===== config.mk =====
export PLATFORM = sky130hd
export DESIGN_NAME = cfg_seq_tmo
export DESIGN_NICKNAME = d
export VERILOG_FILES = /design/src/rtl/cfg_seq_pkg.sv /design/src/rtl/cfg_seq_tmo.sv
export SDC_FILE = /design/constraint.sdc
export NUM_CORES = 1
export LEC_CHECK = 0
export CORE_AREA = 10 10 47 49
export CTS_CLUSTER_DIAMETER = 50
export CTS_CLUSTER_SIZE = 12
export DETAILED_ROUTE_END_ITERATION = 10
export DIE_AREA = 0 0 57 59
export PLACE_DENSITY = 0.79
export SYNTH_ARGS = -nofsm -noshare
export SYNTH_HDL_FRONTEND = slang
export SYNTH_SLANG_ARGS = --single-unit
export TNS_END_PERCENT = 50

===== constraint.sdc =====
create_clock -name clk -period 3.98 [get_ports clk]
set_input_delay 0.796 -clock clk [delete_from_list [all_inputs] [get_ports clk]]
set_output_delay 0.796 -clock clk [all_outputs]
set_load 0.05 [all_outputs]

===== src/rtl/cfg_seq_pkg.sv =====
// Shared definitions for the cfg register sequencer: state encoding, timeout fill word, width helper.
// Latency: n/a (declarations only).
// Backpressure: n/a.
package cfg_seq_pkg;

    // Raw state codes, kept as named constants so debug tooling can decode the state bus
    localparam logic [2:0] ST_IDLE    = 3'd0;
    localparam logic [2:0] ST_WR_REQ  = 3'd1;
    localparam logic [2:0] ST_RD_REQ  = 3'd2;
    localparam logic [2:0] ST_RD_WAIT = 3'd3;
    localparam logic [2:0] ST_DONE    = 3'd4;

    typedef enum logic [2:0] {
        IDLE    = ST_IDLE,
        WR_REQ  = ST_WR_REQ,
        RD_REQ  = ST_RD_REQ,
        RD_WAIT = ST_RD_WAIT,
        DONE    = ST_DONE
    } state_t;

    // Written into a readback slot whose completion never arrived
    localparam logic [31:0] TMO_FILL = 32'hDEAD_BEEF;

    // Bits needed to hold values 0..n-1, never less than 1
    function automatic int clog2(input int n);
        int r = 0;
        int v = 1;
        while (v < n) begin
            v = v * 2;
            r = r + 1;
        end
        return (r < 1) ? 1 : r;
    endfunction

endpackage


===== src/rtl/cfg_seq_tmo.sv =====
// Read-completion watchdog: counts cycles while enabled, flags expiry on the TMO_CYC-th cycle.
// Latency: expire is combinational from the count, asserted in the cycle the count is TMO_CYC-1.
// Backpressure: none; the counter holds at expiry until the next clear.
module cfg_seq_tmo #(
    parameter int TMO_CYC = 1024
) (
    input  logic clk,
    input  logic rst_n,
    input  logic clr,
    input  logic en,
    output logic expire
);
    import cfg_seq_pkg::*;

    localparam int CW = clog2(TMO_CYC);
    localparam logic [CW-1:0] LAST = CW'(TMO_CYC - 1);

    logic [CW-1:0] cnt;

    assign expire = en && (cnt == LAST);

    // Count wait cycles; clear wins so a fresh read always starts from zero
    always_ff @(posedge clk or negedge rst_n) begin
        if (!rst_n) begin
            cnt <= '0;
        end else if (clr) begin
            cnt <= '0;
        end else if (en && (cnt != LAST)) begin
            cnt <= cnt + 1'b1;
        end
    end

endmodule


==> impl_metrics.yaml, run 1 <==
pwr:
  clockPowerShare: 0.324
  p_int_mw: 0.154
  leakage_nw: 0.270
  p_sw_mw: 0.0542
  power_density_mw_per_mm2: 292
  combPwrFrac: 0.133
  swShare: 0.261
  ir_drop_mv: 0.149
  power.total_mw: 0.208
  p_seq_frac: 0.543
hold_path:
  hold-path-endpoint: "cnt[3]$_DFFE_PN0P_"
  hold_class: "flop to flop"
  min_from: "cnt[3]$_DFFE_PN0P_"
  holdPathStages: 2
clock_network:
  cts_resized: 0
  clkSinkCount: 10
  holdBufCountCts: 0
  insertion_delay_ns: 0.27
  postCtsSetupRepairBufs: 0
  clock_path_buffers: 2
  root_buffer: "clkbuf_4"
  cts_tree: "done"
  clk_pin_slew_worst_paths_ns: 0.06
  cts_buffers: 3
  h-tree-depth: 1
die:
  die_w_microns: 57
  chipHeight_microns: 59
  num_io_pins: 5
  dieArea_sq_mm: 0.00336
  placementRows: 14
  start_util: 0.464
  core_sq_mm: 0.00140
layout:
  multi_input_area_sq_um: 369
  drive_gt1_frac: 0.107
  largest_registers: "cnt (10)"
  num-fill-cells: 143
  seq_area_sq_um: 250
  fin_nets: 82
  largest_reg_flops: 10
  final_area_sq_um: 713
  regMostFlops: "cnt"
  syn_to_final_growth_pct: 9.62
  antennaDiodeCount: 0
  fin_cells: 91
routing:
  drtIter0Drc: 21
  routedWlPerCell_microns: 14.3
  drt_wl_total_mm: 1.30
  dr.pass1.iters: 5
  via_per_inst: 6.35
  drc_errors: 0
  ant_nets: 0
  dr_total_vias: 578
status:
  status: "finished, final reports clean"
sta:
  setup_tns_ns: 0
  setup_viol: 0
  period_minus_slack_ns: 3.43
  drv_slew: 0
  period_share: 0.862
  fin_ws_ns: 0.549
  worst_pin_slew_ns: 0.519
  hold_viol: 0
  grt_setup_unrepaired: "false"
  fin_skew_ns: 0.00568
  slew_headroom: 0.653
  max_freq_mhz: 291
place:
  dpl_cell_area_sq_um: 691
  dp_hpwl_microns: 960
  dpl.cell_count: 88
  post-place-ws_ns: 0.570
  port_buffers: 4
  place.gp.congestion: 0.757
logic_synthesis:
  synth.net_count: 76
  ys_warn_count: 0
  synth.distinct_cells: 32
  avgSynthCellArea_sq_um: 9.16
  synth_area_sq_um: 651
  synthFlopType: "dfrtp_1"
  ys_seq_elements: 10
  async_reset_ff_frac: 1.00
  synth-edff-count: 0
  ys_seq_area_frac: 0.385
  netlist_instances: 71
grt:
  grt_first_pass_wirelength_mm: 2.37
  grt_max_degree: 16
  grt_overflow: 0
  grt_usage: 0.0879
  grt_pass1_vias: 551
  grt_antenna_before_repair: 0
setup_path:
  r2r_slack_ns: 2.29
  r2r_end: "cnt[5]$_DFFE_PN0P_"
  cp_max_fo: 10
  rr_worst_depth: 4
  arrival_ns: 2.63
  cp-end-kind: "output port"
  r2r_start: "cnt[0]$_DFFE_PN0P_"
  cp.required_ns: 3.18
  start_kind: "primary input"
  worst-setup-path-type: "primary input to output port"
flow_run:
  cap_violations: 0
worst max-delay path by stage:
stage                     from     end  slack [ns]
after CTS                   en  expire        0.55
final                       en  expire        0.55
after detailed placement    en  expire        0.57
after floorplan             en  expire        1.05
after global placement      en  expire        0.60
after global routing        en  expire        0.46
synthesized netlist by cell type, drive strengths merged, types with 2 or more instances:
master,instances,area [sq um]
dfrtp,10,250
nand3,7,47.6
nor2,5,18.8
nor2b,5,31.3
a211oi,4,30.0
nand4,4,25.0
a21oi,3,15.0
inv,3,11.3
mux2,3,37.5
nand2,3,11.3
nor3,3,15.0
a22oi,2,15.0
buf,2,16.3
o21ai,2,10.0
final cells by class:
class | instances | share of cell area
Clock buffer | 3 | 0.0316
Inverter | 3 | 0.0158
Multi-Input combinational cell | 55 | 0.518
Sequential cell | 10 | 0.351
Tap cell | 16 | 0.0281
Timing Repair Buffer | 4 | 0.0561
power by group through the flow:
stage / logic [mW] / registers, mW / clock network, mW
global placement: 0.0271 / 0.115 / 0
global route: 0.0317 / 0.113 / 0.0793
detailed placement: 0.0280 / 0.115 / 0
CTS: 0.0283 / 0.113 / 0.0709
finish: 0.0277 / 0.113 / 0.0674
floorplan: 0.0192 / 0.113 / 0
cells in the final DEF (no fill, tap or decap):
cell type	count
nor3b_1	1
o21ai_0	2
a311oi_1	1
and3b_1	1
nor2b_1	5
clkdlybuf4s50_1	4
a211o_1	1
and2_1	1
and3_1	1
ha_1	1
nand3_4	1
a41oi_1	1
nor2_1	5
nand3_1	6
mux2_4	1
or3_1	1
and4_1	1
nand2_1	3
a31oi_1	1
clkbuf_4	3
nand2b_1	1
nor3_1	3
a21oi_1	3
o221a_2	1
a211oi_1	4
a22oi_1	2
inv_1	3
nand4_1	4
dfrtp_1	10
nor4_1	1
mux2_2	2
layer usage:
layer  vias up  global-route usage  wire length, microns  share of wire
li1        284                   -                     -              -
met1       275              0.0897                   560           0.43
met2        15               0.144                   634           0.49
met3         4              0.0494                    84          0.064
met4         0              0.0403                    24          0.018
met5         -                   0                     0              0
worst max-delay path, cell delays in order:
cell,delay [ns]
clkdlybuf4s50_1,0.65
nand2_1,0.15
nor3_1,0.20
clkdlybuf4s50_1,0.83
stage by stage:
stage                     hold slack, ns   util
after floorplan                    0.500      -
after global placement             0.604  0.493
after detailed placement           0.621  0.493
after CTS                          0.638  0.509
after global routing               0.653  0.509
final                              0.636  0.509
logic make-up after synthesis:
kind of cell,Yosys count,share of synthesized area
AOI/OAI and AO/OA,16,0.175
DFF,10,0.385
muxes,3,0.0577
adders and majority gates,1,0.0192
buffers and inverters,6,0.0481
and+or+nand+nor,35,0.315
No activity file was read; power rests on OpenSTA's default activity.
==> run 2: changes to the inputs <==
- SETUP_SLACK_MARGIN: default -> 0.3
- SLEW_MARGIN: default -> 20
==> results of run 2 <==
Same layout as run 1: the final DEF is identical, and so are final timing and power.
==> run 3: changes to the inputs <==
- CTS_CLUSTER_SIZE: 12 -> 24
==> results of run 3 <==
Same layout as run 1: the final DEF is identical, and so are final timing and power.
